==> config.mk <==
export PLATFORM = sky130hd
export DESIGN_NAME = nibble_serial_add_ctrl
export DESIGN_NICKNAME = d
export VERILOG_FILES = /design/src/rtl/nibble_serial_add_ctrl_pkg.sv /design/src/rtl/full_adder_4bit_bh.sv /design/src/rtl/nibble_serial_add_ctrl.sv
export SDC_FILE = /design/constraint.sdc
export NUM_CORES = 1
export LEC_CHECK = 0
export BUFFER_PORTS_ARGS = -buffer_cell sky130_fd_sc_hd__buf_2
export CAP_MARGIN = 30
export CORE_ASPECT_RATIO = 0.9
export CORE_MARGIN = 5
export CORE_UTILIZATION = 45
export CTS_CLUSTER_DIAMETER = 200
export DETAILED_ROUTE_END_ITERATION = 6
export HOLD_SLACK_MARGIN = 0.05
export PLACE_DENSITY_LB_ADDON = 0.15
export SYNTH_ARGS = -nofsm -noshare
export SYNTH_HDL_FRONTEND = slang
export SYNTH_SLANG_ARGS = --single-unit
export TNS_END_PERCENT = 20
==> constraint.sdc <==
create_clock -name clk -period 4 [get_ports clk]
set_clock_uncertainty 0.15 [all_clocks]
set_input_delay 0.2 -clock clk [delete_from_list [all_inputs] [get_ports clk]]
set_output_delay 0.2 -clock clk [all_outputs]
set_load 0.01 [all_outputs]
==> src/rtl/nibble_serial_add_ctrl_pkg.sv <==
// Shared constants and state encoding for the
// nibble-serial adder controller.
package nibble_serial_add_ctrl_pkg;

  localparam int NIB_W = 4;

  typedef enum logic [1:0] {
    IDLE = 2'd0,
    RUN  = 2'd1,
    DONE = 2'd2
  } state_t;

  function automatic int idx_width(input int nibs);
    return (nibs > 1) ? $clog2(nibs) : 1;
  endfunction

endpackage

==> src/rtl/full_adder_4bit_bh.sv <==
// Behavioural 4-bit adder with carry in/out.
// One nibble of the serial datapath per cycle.
module full_adder_4bit_bh
  import nibble_serial_add_ctrl_pkg::*;
(
  output logic [NIB_W-1:0] s,
  output logic             cout,
  input  logic [NIB_W-1:0] a,
  input  logic [NIB_W-1:0] b,
  input  logic             cin
);

  // Sum and carry of one nibble
  assign {cout, s} = {1'b0, a}
                   + {1'b0, b}
                   + {{NIB_W{1'b0}}, cin};

endmodule

==> src/rtl/nibble_serial_add_ctrl.sv <==
// Nibble-serial adder: accepts a+b+cin, adds one
// nibble per cycle, holds the result until taken.
module nibble_serial_add_ctrl
  import nibble_serial_add_ctrl_pkg::*;
#(
  parameter int WIDTH = 16
) (
  input  logic             clk,
  input  logic             rst_n,
  input  logic             in_valid,
  output logic             in_ready,
  input  logic [WIDTH-1:0] a,
  input  logic [WIDTH-1:0] b,
  input  logic             cin,
  output logic             out_valid,
  input  logic             out_ready,
  output logic [WIDTH-1:0] sum,
  output logic             cout,
  output logic             busy
);

  localparam int NIBS  = WIDTH / NIB_W;
  localparam int IDX_W = idx_width(NIBS);
  localparam logic [IDX_W-1:0] LAST =
    IDX_W'(NIBS - 1);

  state_t             state_q;
  state_t             state_d;
  logic [WIDTH-1:0]   a_q;
  logic [WIDTH-1:0]   b_q;
  logic [WIDTH-1:0]   sum_q;
  logic               carry_q;
  logic               cout_q;
  logic [IDX_W-1:0]   idx_q;
  logic [NIB_W-1:0]   nib_a;
  logic [NIB_W-1:0]   nib_b;
  logic [NIB_W-1:0]   nib_s;
  logic               nib_c;
  logic               last;

  assign nib_a = a_q[NIB_W*int'(idx_q) +: NIB_W];
  assign nib_b = b_q[NIB_W*int'(idx_q) +: NIB_W];
  assign last  = (idx_q == LAST);

  full_adder_4bit_bh u_fa (
    .s    (nib_s),
    .cout (nib_c),
    .a    (nib_a),
    .b    (nib_b),
    .cin  (carry_q)
  );

  // State register
  always_ff @(posedge clk or negedge rst_n) begin
    if (!rst_n) state_q <= IDLE;
    else        state_q <= state_d;
  end

  // Next-state decode
  always_comb begin
    state_d = state_q;
    unique case (state_q)
      IDLE: if (in_valid)  state_d = RUN;
      RUN:  if (last)      state_d = DONE;
      DONE: if (out_ready) state_d = IDLE;
      default:             state_d = IDLE;
    endcase
  end

  // Operand capture and nibble-serial datapath
  always_ff @(posedge clk or negedge rst_n) begin
    if (!rst_n) begin
      a_q     <= '0;
      b_q     <= '0;
      sum_q   <= '0;
      carry_q <= 1'b0;
      cout_q  <= 1'b0;
      idx_q   <= '0;
    end else begin
      unique case (state_q)
        IDLE: begin
          if (in_valid) begin
            a_q     <= a;
            b_q     <= b;
            carry_q <= cin;
            idx_q   <= '0;
            sum_q   <= '0;
          end
        end
        RUN: begin
          sum_q[NIB_W*int'(idx_q) +: NIB_W] <= nib_s;
          carry_q <= nib_c;
          if (last) cout_q <= nib_c;
          else      idx_q  <= idx_q + IDX_W'(1);
        end
        default: begin
        end
      endcase
    end
  end

  assign in_ready  = (state_q == IDLE);
  assign out_valid = (state_q == DONE);
  assign busy      = (state_q != IDLE);
  assign sum       = sum_q;
  assign cout      = cout_q;

endmodule

Word level (Yosys, flattened, before mapping)
Cells that the tools add are included.
{ "word_totals": {"elab_cells": 42, "regBits": 54, "output_inout_bits": 20, "inputBits": 37} }
{ "classes": {"muxes": 12, "addsub": 4, "shifts": 4, "reduce_logical": 8, "eq_ne": 7} }
{ "op_table": {"columns": ["op", "n"], "rows": [
  ["negator 4 -> 33 bit", 1],
  ["variable shift 4 x 33 -> 16 bit, first input constant", 1],
  ["variable part select 4 x 33 -> 16 bit", 1],
  ["one-hot mux 16 bit (2 select lines)", 1],
  ["variable part select 16 x 5 -> 4 bit", 2],
  ["bitwise mux 16 bit", 1],
  ["2-to-1 mux 16 bit", 1],
  ["2-to-1 mux 2 bit", 5],
  ["!= test 2 bit, second input constant", 3],
  ["one-hot mux 2 bit (3 select lines)", 1],
  ["AND reduction 2 bit", 3],
  ["AND reduction 3 bit", 2],
  ["adder 4 x 4 -> 5 bit", 1],
  ["adder 5 x 1 -> 5 bit", 1],
  ["equality test 2 bit, second input constant", 2],
  ["one-hot mux 2 bit (2 select lines)", 1],
  ["nonzero test 2 bit", 2],
  ["adder 2 x 1 -> 2 bit, second input constant", 1],
  ["equality test 2 x 1 -> 1 bit, second input constant", 1],
  ["zero test 2 bit", 1],
  ["!= test 2 x 1 -> 1 bit, second input constant", 1],
  ["one-hot mux 1 bit (2 select lines)", 1],
  ["2-to-1 mux 1 bit", 1]
]} }

Logic depth before layout (Yosys ltp)
{ "logic_depth": {"depth_word": 6, "depth_mapped": 7, "ltp_nobuf": 6} }

By module
A second synthesis with hierarchy kept.
{ "hier_totals": {"cells_unflattened": 178, "hier_area_um2": 2707.6} }
{ "modules_own_cells": {"columns": ["mod", "seq_area_each_um2", "cells_per_inst", "n_inst", "area_each_um2"], "rows": [
  ["nibble_serial_add_ctrl", 1351.3, 162, 1, 2563.7],
  ["full_adder_4bit_bh", 0.0, 16, 1, 143.9]
]} }

Worst setup path before layout
No wires, ideal clock.
{ "synth_path": {"kind": "register -> register", "start": "reg idx_q[0]", "end": "reg carry_q", "path_buffers": 1, "synth_period_minus_slack_ns": 2.814, "setup_ns": 0.137, "arrival_time_ns": 2.526, "setup_slack_ns": 1.186, "t_required_ns": 3.713, "path_stages_with_launch": 8, "path_cell_list": "dfrtp_1 -> buf_2 -> mux4_2 -> fa_1 -> fa_1 -> a21o_1 -> a21oi_1 -> o221ai_1"} }
{ "synth_via": {"elab_chain_len": 4, "word_cells_on_any_way": 5, "classes_between": "add/sub: 2; shift: 2; mux: 1"} }
{ "synth_rtl": {"columns": ["element", "line", "text"], "rows": [
  ["start: declaration", "nibble_serial_add_ctrl.sv:34", "logic [IDX_W-1:0] idx_q;"],
  ["start signal: assignment", "nibble_serial_add_ctrl.sv:94", "else idx_q <= idx_q + IDX_W'(1);"],
  ["variable part select 16 x 5 -> 4 bit, on equally long branches", "nibble_serial_add_ctrl.sv:41, nibble_serial_add_ctrl.sv:42", null],
  ["adder 4 x 4 -> 5 bit *", "full_adder_4bit_bh.sv:15", "+ {1'b0, b}"],
  ["adder 5 x 1 -> 5 bit *", "full_adder_4bit_bh.sv:16", "+ {{NIB_W{1'b0}}, cin};"],
  ["one-hot mux 1 bit (2 select lines) *", "nibble_serial_add_ctrl.sv:80", "unique case (state_q)"],
  ["end signal: assignment", "nibble_serial_add_ctrl.sv:85", "carry_q <= cin;"],
  ["end signal: assignment", "nibble_serial_add_ctrl.sv:92", "carry_q <= nib_c;"],
  ["end: declaration", "nibble_serial_add_ctrl.sv:32", "logic carry_q;"]
]} }
Every way passes the cells marked *; elsewhere a longest branch is shown, timed or not.
A chain may end at the register's enable or synchronous reset.

Worst setup path after layout
Ends and elaborated chain as after synthesis.

==> out/summary.md <==
Entering global routing, the biggest net connects 55 pins. The final layout contains 311 nets. Counting flops and latches in the post-synthesis netlist gives 54. The tools report the final estimated routing congestion in global placement as 0.735.

The die extent in y is 81.1 µm, and the maximum single-stage delay on the critical path is 0.83 ns. The hold-critical path endpoint is state_q[0]. Static leakage power: 0.00155 µW.

The startpoint type of the worst setup path was a flip-flop. The clock sink count was 54. Traced cell by cell, the critical path runs through mux4_2 -> fa_1 -> fa_1 -> a21o_1 -> a21oi_1 -> o221ai_1.

In this run the power spent charging and discharging nets is 1000 µW. Buffers inserted during clock tree synthesis total 5. In the post-route analysis, the smallest setup slack over all paths is 0.911 ns. The relative contribution of the clock network to total power came out at 13.4%. Source of the worst register-to-register timing path: idx_q[0]. Sequential elements use 53.5% of the synthesized area. Count of input and output buffers: 56.

Post-synth design cell area: 2530 µm². Total power divided by cell area: 804 nW/µm². The critical path is of the flip-flop to flip-flop type. The share of layout cells above drive strength 1 came out at 41.4%. Global routing used 16.4% of the available tracks across all layers. On the critical path, the stage with the largest delay is an instance of sky130_fd_sc_hd__dfrtp_1.

Across the VDD grid, the largest voltage drop is 0.000441 V. After the first detailed-routing iteration, the DRC count stood at 56. For this configuration, the core starts out at a cell density of 47.2%. Counting instances, the worst hold path has a depth of 3.

The die covers 7210 µm². For this run, design rule violations remaining after detail routing come to 0. Clock-pin slew was measured on the worst setup and hold paths at 0.09 ns. In this run the most critical hold path is launched from in_valid. The post-detailed-route wirelength per cell is 16.4 µm. Nature of the critical path endpoint: a flip-flop. The buffer type at the clock tree root was sky130_fd_sc_hd__clkbuf_8.

Across the run, the number of max-cap violations was 0. 0 antenna diodes ended up in the layout. In this run switching power makes up 37.7% of total power.

The portion of total power attributed to sequential cells is 37.3%. TritonCTS built the clock tree. Counting cells, the worst reg-to-reg path comes to 6.

Summed over all layers, the routed wires come to 5480 µm. The clock insertion delay at the later pin of the skew report is 0.30 ns, and the critical path arrival is 3.10 ns. Kind of cell with the highest combined delay on the critical path: adder cells.

By area the synthesized netlist is led by sky130_fd_sc_hd__dfrtp_1 (53%), sky130_fd_sc_hd__mux2_2 (14%), sky130_fd_sc_hd__mux4_2 (7.1%). The run finished with clean final reports. Most common library cell in the layout ignoring fill and taps: sky130_fd_sc_hd__buf_2. The tools report the number of different library cells in the post-synthesis netlist as 31. The endpoint identified for the worst register-to-register timing path is carry_q. After floorplanning, the core was divided into 25 placement rows. The proportion of power drawn by combinational gates was 49.3%; the portion of the clock cycle consumed by the worst path in the final layout was 77.2%.

Pin placement for this block handled 57 I/O pins. During synthesis, Yosys emitted a total of 0 warnings. The run gives 1660 µW as the cell internal power dissipation. The count of nets left with antenna violations once routing finished came out at 0. The number of vias per cell was 5.24; the number of levels the H-tree was split into was 2. In this run the worst hold path is classified as input port to flip-flop.

The tools report the required time at the endpoint of the critical path as 4.01 ns. The first detailed-routing pass ran for 4 iterations. The tools report the number of hold violations in the final report as 0. The smallest clock period supported by the final layout is computed as 3.09 ns. Once layout is complete, the utilization of the core stands at 61.9%.

The most numerous cell type found on the critical path is sky130_fd_sc_hd__fa_1. The share of Yosys cell area claimed by the top area cell type was 53.5%; the register-to-register setup slack was 0.91 ns. Detailed placement finished with a half-perimeter wire length of 3740 µm. The post-placement setup slack is 0.915 ns, and the max-slew violation count is 0.

Setup repair after global routing left no endpoint under its margin. Overall die width: 89.0 µm. The top cell types in the final layout, fill and taps aside, are sky130_fd_sc_hd__buf_2 (56), sky130_fd_sc_hd__dfrtp_1 (54), sky130_fd_sc_hd__dlygate4sd3_1 (35). First-pass GRT wire length: 9000 µm.

The area of the core region is 5350 µm², and the worst slew margin relative to its limit is 50.6%. The synthesis-to-finish area growth was 31.0%; the mean instance size in the synthesized netlist was 14.7 µm². Library cell occupying the most area in the post-synthesis netlist: sky130_fd_sc_hd__dfrtp_1. On the final layout, the worst hold slack is 0.145 ns. The worst-path maximum fanout is 15, and the synthesized instance count is 172. The run gives 0 as the initial antenna violation count. In the final timing run, aggregate negative setup slack is 0 ns. The tools report the global route total overflow as 0. For the pin with the worst max-slew slack, the measured transition is 0.741 ns. The number of global-route vias before repair is 1852.

The count of endpoints failing setup in the final report came out at 0. The critical path contains buffers and inverters numbering 0 combined. The number of nets produced by synthesis came out at 218. Detailed-route via count: 1744. The maximum count of clock buffers along a single path was 2; the maximum clock frequency was 324 MHz.
## area by class of cell
type,count,area [µm²]
clock buffers,7,76.3
clock inverters,1,30.0
fillers,422,2040
inverters,4,15.0
multi-input cells,107,1110
flip-flops and latches,54,1350
well taps,67,83.8
repair buffers,93,646
## worst max-delay path by stage
stage,start,cells past startpoint,slack [ns],end
2_1_floorplan,idx_q[0],7,1.19,carry_q
3_3_place_gp,idx_q[0],6,0.93,carry_q
3_5_place_dp,idx_q[0],6,0.91,carry_q
4_1_cts,idx_q[0],6,0.88,carry_q
5_1_grt,idx_q[0],6,0.75,carry_q
6_report,idx_q[0],6,0.91,carry_q
## worst register-to-register path: stages, from the launching register on
cell and delay [ns]:
sky130_fd_sc_hd__dfrtp_1 0.83, sky130_fd_sc_hd__mux4_2 0.62, sky130_fd_sc_hd__fa_1 0.44, sky130_fd_sc_hd__fa_1 0.41, sky130_fd_sc_hd__a21o_1 0.19, sky130_fd_sc_hd__a21oi_1 0.18
sky130_fd_sc_hd__o221ai_1 0.13
## synthesized netlist by cell type (all sizes together)
library cell	number
o21bai	2
a21o	5
fa	2
a22o	15
nand2	9
dfrtp	54
o21ai	2
nor4b	1
or2	1
inv	4
or3b	1
a211oi	1
xor2	1
buf	6
nor3	2
nor4	1
nor2	2
o221ai	1
nand2b	5
clkbuf	1
nor3b	1
mux4	8
nand3b	1
a32o	4
ha	7
mux2	33
a21oi	2
## power groups by stage
stage / clock network [µW] / logic (µW) / registers, µW
2_1_floorplan: 0 / 1040 / 917
3_3_place_gp: 0 / 1280 / 1000
3_5_place_dp: 0 / 1300 / 1010
4_1_cts: 366 / 1340 / 998
5_1_grt: 392 / 1460 / 1030
6_report: 356 / 1310 / 993
## metal layers
| layer | wire [µm] | part of all wire, % | global-route usage (%) |
|---|---|---|---|
| met1 | 2530 | 46 | 21.3 |
| met3 | 264 | 4.8 | 3.45 |
| met2 | 2650 | 48 | 28.2 |
| met4 | 32 | 0.58 | 3.57 |
| met5 | 0 | 0 | 0 |
## cell families (layout without fill, tap and decap cells)
| group | after synthesis | in the layout | share of synthesized area, % |
|---|---|---|---|
| flip-flops | 54 | 54 | 53.5 |
| adder cells (fa/ha/maj) | 9 | 9 | 5.05 |
| buffers and inverters | 11 | 105 | 2.67 |
| AND/OR/NAND/NOR | 24 | 24 | 6.29 |
| XOR/XNOR | 1 | 1 | 0.347 |
| multiplexers | 41 | 41 | 21.8 |
| AO/OA/AOI/OAI | 32 | 32 | 10.3 |
## flip-flops by register name (all words and copies together), names as in the netlist
signal	count
b_q	16
cout	1
carry_q	1
state_q	2
sum	16
idx_q	2
a_q	16
## metrics by stage
step | cells | total power [µW] | instance area [µm²]
final | 333 | 2660 | 3310
after detailed placement | 290 | 2310 | 2850
after floorplan | 172 | 1960 | 2530
after CTS | 333 | 2700 | 3310
after global routing | 333 | 2880 | 3310
after global placement | 290 | 2280 | 2850
## what timing repair did
| action | 4_1_cts | 5_1_grt |
|---|---|---|
| setup buffers | 0 | 0 |
| resized for setup | 0 | 0 |
| endpoints found under the hold margin | 88 | 0 |
| endpoints found under the setup margin | 0 | 0 |
| hold buffers | 35 | 0 |
Note: power is estimated with default switching activity, not from simulation.
